===== config.mk =====
export PLATFORM = sky130hd
export DESIGN_NAME = hazard_ctrl
export DESIGN_NICKNAME = d
export VERILOG_FILES = /design/src/rtl/hazard_ctrl.sv
export SDC_FILE = /design/constraint.sdc
export NUM_CORES = 1
export LEC_CHECK = 0
export CELL_PAD_IN_SITES_DETAIL_PLACEMENT = 0
export CELL_PAD_IN_SITES_GLOBAL_PLACEMENT = 1
export CORE_MARGIN = 1.5
export CORE_UTILIZATION = 41
export CTS_CLUSTER_DIAMETER = 60
export DETAILED_ROUTE_END_ITERATION = 6
export GPL_TIMING_DRIVEN = 0
export PLACE_DENSITY = 0.86
export RECOVER_POWER = 50
export SYNTH_ARGS = -nofsm -noshare
export SYNTH_HDL_FRONTEND = slang
export SYNTH_SLANG_ARGS = --single-unit

===== constraint.sdc =====
create_clock -name clk_i -period 3.1 [get_ports clk_i]
set_clock_uncertainty 0.05 [all_clocks]
set_input_delay 0.62 -clock clk_i [delete_from_list [all_inputs] [get_ports clk_i]]
set_output_delay 0.62 -clock clk_i [all_outputs]
set_load 0.02 [all_outputs]

===== src/rtl/hazard_ctrl.sv =====
// Hazard controller for a five-stage pipeline. It keeps a shadow copy of the destination
// and timing fields for E/M/W and derives the stall, forwarding selects and a stall counter.
module hazard_ctrl (
    input  logic        clk_i,
    input  logic        reset_i,
    input  logic        d_valid_i,
    input  logic [4:0]  d_rs_i,
    input  logic [4:0]  d_rt_i,
    input  logic [1:0]  d_tuse_rs_i,
    input  logic [1:0]  d_tuse_rt_i,
    input  logic [4:0]  d_dst_i,
    input  logic [1:0]  d_tnew_i,
    output logic        stall_o,
    output logic [1:0]  fwd_d_rs_o,
    output logic [1:0]  fwd_d_rt_o,
    output logic [1:0]  fwd_e_rs_o,
    output logic [1:0]  fwd_e_rt_o,
    output logic [15:0] stall_cnt_o
);

    localparam logic [1:0] SelGrf = 2'b00;
    localparam logic [1:0] SelE   = 2'b01;
    localparam logic [1:0] SelM   = 2'b10;
    localparam logic [1:0] SelW   = 2'b11;

    logic [4:0]  eRs_q, eRs_d;
    logic [4:0]  eRt_q, eRt_d;
    logic [4:0]  eDst_q, eDst_d;
    logic [1:0]  eTnew_q, eTnew_d;
    logic [4:0]  mDst_q, mDst_d;
    logic [1:0]  mTnew_q, mTnew_d;
    logic [4:0]  wDst_q, wDst_d;
    logic [15:0] stallCnt_q, stallCnt_d;

    logic hazRsE, hazRsM, hazRtE, hazRtM;
    logic stall;

    // A source collides with a stage when it names that stage's nonzero destination.
    function automatic logic srcMatch(input logic [4:0] src, input logic [4:0] dst);
        return (src != 5'd0) && (src == dst);
    endfunction

    // A tuse of 3 can never be below a tnew of at most 2, but it is excluded explicitly.
    function automatic logic hazard(input logic       valid,
                                    input logic [4:0] src,
                                    input logic [1:0] tuse,
                                    input logic [4:0] dst,
                                    input logic [1:0] tnew);
        return valid && srcMatch(src, dst) && (tuse != 2'd3) && (tuse < tnew);
    endfunction

    // The nearest matching stage decides; a match that is not yet ready blocks older stages.
    function automatic logic [1:0] fwdDSel(input logic [4:0] src,
                                           input logic [4:0] eDst,
                                           input logic [1:0] eTnew,
                                           input logic [4:0] mDst,
                                           input logic [1:0] mTnew,
                                           input logic [4:0] wDst);
        logic [1:0] sel;
        sel = SelGrf;
        if (srcMatch(src, eDst)) begin
            sel = (eTnew == 2'd0) ? SelE : SelGrf;
        end else if (srcMatch(src, mDst)) begin
            sel = (mTnew == 2'd0) ? SelM : SelGrf;
        end else if (srcMatch(src, wDst)) begin
            sel = SelW;
        end
        return sel;
    endfunction

    function automatic logic [1:0] fwdESel(input logic [4:0] src,
                                           input logic [4:0] mDst,
                                           input logic [1:0] mTnew,
                                           input logic [4:0] wDst);
        logic [1:0] sel;
        sel = SelGrf;
        if (srcMatch(src, mDst)) begin
            sel = (mTnew == 2'd0) ? SelM : SelGrf;
        end else if (srcMatch(src, wDst)) begin
            sel = SelW;
        end
        return sel;
    endfunction

    always_comb begin
        hazRsE = hazard(d_valid_i, d_rs_i, d_tuse_rs_i, eDst_q, eTnew_q);
        hazRsM = hazard(d_valid_i, d_rs_i, d_tuse_rs_i, mDst_q, mTnew_q);
        hazRtE = hazard(d_valid_i, d_rt_i, d_tuse_rt_i, eDst_q, eTnew_q);
        hazRtM = hazard(d_valid_i, d_rt_i, d_tuse_rt_i, mDst_q, mTnew_q);
        stall  = hazRsE | hazRsM | hazRtE | hazRtM;
    end

    always_comb begin
        fwd_d_rs_o = fwdDSel(d_rs_i, eDst_q, eTnew_q, mDst_q, mTnew_q, wDst_q);
        fwd_d_rt_o = fwdDSel(d_rt_i, eDst_q, eTnew_q, mDst_q, mTnew_q, wDst_q);
        fwd_e_rs_o = fwdESel(eRs_q, mDst_q, mTnew_q, wDst_q);
        fwd_e_rt_o = fwdESel(eRt_q, mDst_q, mTnew_q, wDst_q);
    end

    // A stalled D instruction stays put, so E receives a bubble while M and W still advance.
    always_comb begin
        eRs_d   = 5'd0;
        eRt_d   = 5'd0;
        eDst_d  = 5'd0;
        eTnew_d = 2'd0;
        if (!stall && d_valid_i) begin
            eRs_d   = d_rs_i;
            eRt_d   = d_rt_i;
            eDst_d  = d_dst_i;
            eTnew_d = d_tnew_i;
        end
        mDst_d  = eDst_q;
        mTnew_d = (eTnew_q == 2'd0) ? 2'd0 : eTnew_q - 2'd1;
        wDst_d  = mDst_q;

        stallCnt_d = stallCnt_q;
        if (stall && (stallCnt_q != 16'hFFFF)) begin
            stallCnt_d = stallCnt_q + 16'd1;
        end
    end

    always_ff @(posedge clk_i) begin
        if (!reset_i) begin
            eRs_q      <= 5'd0;
            eRt_q      <= 5'd0;
            eDst_q     <= 5'd0;
            eTnew_q    <= 2'd0;
            mDst_q     <= 5'd0;
            mTnew_q    <= 2'd0;
            wDst_q     <= 5'd0;
            stallCnt_q <= 16'd0;
        end else begin
            eRs_q      <= eRs_d;
            eRt_q      <= eRt_d;
            eDst_q     <= eDst_d;
            eTnew_q    <= eTnew_d;
            mDst_q     <= mDst_d;
            mTnew_q    <= mTnew_d;
            wDst_q     <= wDst_d;
            stallCnt_q <= stallCnt_d;
        end
    end

    assign stall_o     = stall;
    assign stall_cnt_o = stallCnt_q;

endmodule


==> flow_metrics.tcl <==
set metrics [dict create \
    clkLatencyLatePin_ns 0.30 \
    boundaryPins 49 \
    yosysUniqueCellTypes 40 \
    drcViolationCount 0 \
    synthesis.area_mm2 0.00249 \
    gp_congestion 0.789 \
    cts-root-buf "clkbuf_8" \
    core-area_mm2 0.00589 \
    startpoint_type "input port" \
    crit_fanout 5 \
    first_iter_violations 108 \
    vias 2178 \
    hold_viol 0 \
    die_x_um 81.0 \
    synth_edf_count 0 \
    drtPass1Iterations 6 \
    antenna_cells 0 \
    power_density_mw_per_mm2 371 \
    status "finished clean" \
    period_share_pct 96.1 \
    period_needed_ns 2.98 \
    cts_tree "built" \
    numPortBuffers 47 \
    fin_nets 373 \
    cts.sinks 45 \
    wl_per_cell_um 14.8 \
    antenna_left 0 \
    wl_met3_um 283 \
    dp_hpwl_um 4620 \
    rsz0062_at_grt "no" \
    worstPathArrival_ns 2.31 \
    vias_per_cell 5.20 \
    utilization_pct 53.9 \
    maxSlewViolCount 0 \
    endpoint_kind "output pin" \
    synthCells 289 \
    drive_gt1_share_pct 9.01 \
    grtUsageTotal_pct 20.5 \
    initial_core_util_pct 42.4 \
    reg2reg_slack_ns 0.58 \
    synth_ff_type "dfxtp_1" \
    wirelength_um 6200 \
    grt_pass1_vias 2112 \
    grt_max_degree 16 \
    postCtsHoldBufs 0 \
    numCtsBuffers 5 \
    path_clk_slew_ns 0.09 \
    die-area_mm2 0.00656 \
    criticalPathCategory "input port to output pin" \
    worst_pin_slew_ns 0.511 \
    layout_common_cells "dfxtp_1, xnor2_1, xor2_1, and2_1, a21oi_1" \
    leakage_nw 1.26 \
    mostFrequentLayoutCell "dfxtp_1" \
    async_flop_share_pct 0 \
    cap_violations 0 \
    row_count 28 \
    die_y_um 81.0 \
    wl_met2_um 2980 \
    areaGrowthSynthToFinish_pct 27.1 \
    critPathRequiredTime_ns 2.43 \
    setup_violations 0 \
    ys_ff_latch 45 \
    htreeDepth 2 \
    slew_headroom_pct 65.9 \
    design_area_mm2 0.00317 \
    dpl-instance-area_mm2 0.00306 \
    grt_pass1_wl_um 10200 \
    max_freq_mhz 336 \
    whs_ns 0.385 \
    min_path_type "flip-flop to flip-flop" \
    antenna_found_initial 0 \
    ir_drop_uv 276 \
    grt_overflow_total 0 \
    top_layer "met4" \
    synth_area_per_cell_um2 8.63 \
    synth_nets 319 \
    ys_seq_area_share_pct 36.1 \
    ys_warn_count 0 \
    drt-met1-wl_um 2850 \
    clock_path_buffers 2 \
]
## flip-flops by register name (all words and copies together) (netlist names)
signal	flops
eRs_q	5
eRt_q	5
mDst_q	5
mTnew_q	2
wDst_q	5
eTnew_q	2
eDst_q	5
stall_cnt_o	16
## cell type report
cell class                 instances  area, um2
multi-input combinational        223       1530
tap                               75       93.8
clock buffer                       5       68.8
timing repair buffer              47        459
fill                             567       2710
inverter                           6       22.5
sequential                        45        901
buffer                            15       73.8
clock inverter                     3       21.3
## kinds of logic (layout without fill, tap and decap cells)
group,count (synthesis),count (layout),synth area share (%)
XOR/XNOR,51,51,17.9
buffers and inverters,21,76,3.91
AND/OR/NAND/NOR,121,121,28.0
flip-flops,45,45,36.1
AO/OA/AOI/OAI,42,42,9.88
multiplexers,3,3,1.20
adder cells (fa/ha/maj),6,6,3.01
## cells in the mapped netlist, drive strengths merged (5+ instances only)
library cell	n	area [um2]
o21ai	13	65.1
or3	12	75.1
nand2	12	45.0
xor2	25	219
xnor2	26	228
nand3	12	60.1
nor2	15	58.8
and2	28	175
or4	5	37.5
buf	9	52.6
ha	6	75.1
inv	6	22.5
a21oi	21	109
nor3	10	60.1
nand4	7	43.8
dfxtp	45	901
clkbuf	6	22.5
## worst max-delay path, stage by stage
cell	delay, ns
dlygate4sd2_1	0.38
xor2_1	0.30
nor3_4	0.09
nor4_2	0.35
a21oi_1	0.07
nor3_1	0.20
clkdlybuf4s15_2	0.30
## worst paths after layout
path	cells after the start	start	endpoint
max	7	d_rs_i[0]	fwd_d_rs_o[1]
min	1	eTnew_q[0]	mTnew_q[0]
max reg2reg	9	mDst_q[0]	eTnew_q[0]
min reg2reg	1	eTnew_q[0]	mTnew_q[0]
## what timing repair did
item	in CTS	in global routing
gates cloned	0	0
endpoints found under the setup margin	5	1
buffers inserted	0	0
pin swaps	0	0
gates resized for setup	30	2
## routing by layer
layer	track usage [%]	vias to the layer above
li1	-	1100
met1	25.8	1014
met2	35.0	58
met3	4.16	6
met4	6.38	0
met5	0	-
## power breakdown
| group | switching, mW | internal [mW] | leakage (nW) |
|---|---|---|---|
| logic | 0.102 | 0.0994 | 0.847 |
| registers | 0.0133 | 0.592 | 0.366 |
| clock network | 0.211 | 0.160 | 0.0445 |
## metrics by stage
| step | total power [mW] | setup TNS [ns] | setup slack [ns] | instances |
|---|---|---|---|---|
| 6_report | 1.18 | 0 | 0.120 | 419 |
| 5_1_grt | 1.23 | 0 | 0.0217 | 419 |
| 4_1_cts | 1.18 | 0 | 0.0614 | 419 |
| 3_5_place_dp | 0.820 | -2.60 | -0.513 | 411 |
| 3_3_place_gp | 0.817 | -2.41 | -0.496 | 411 |
| 2_1_floorplan | 0.735 | 0 | 0.362 | 289 |
(Power assumes the default switching activity.)
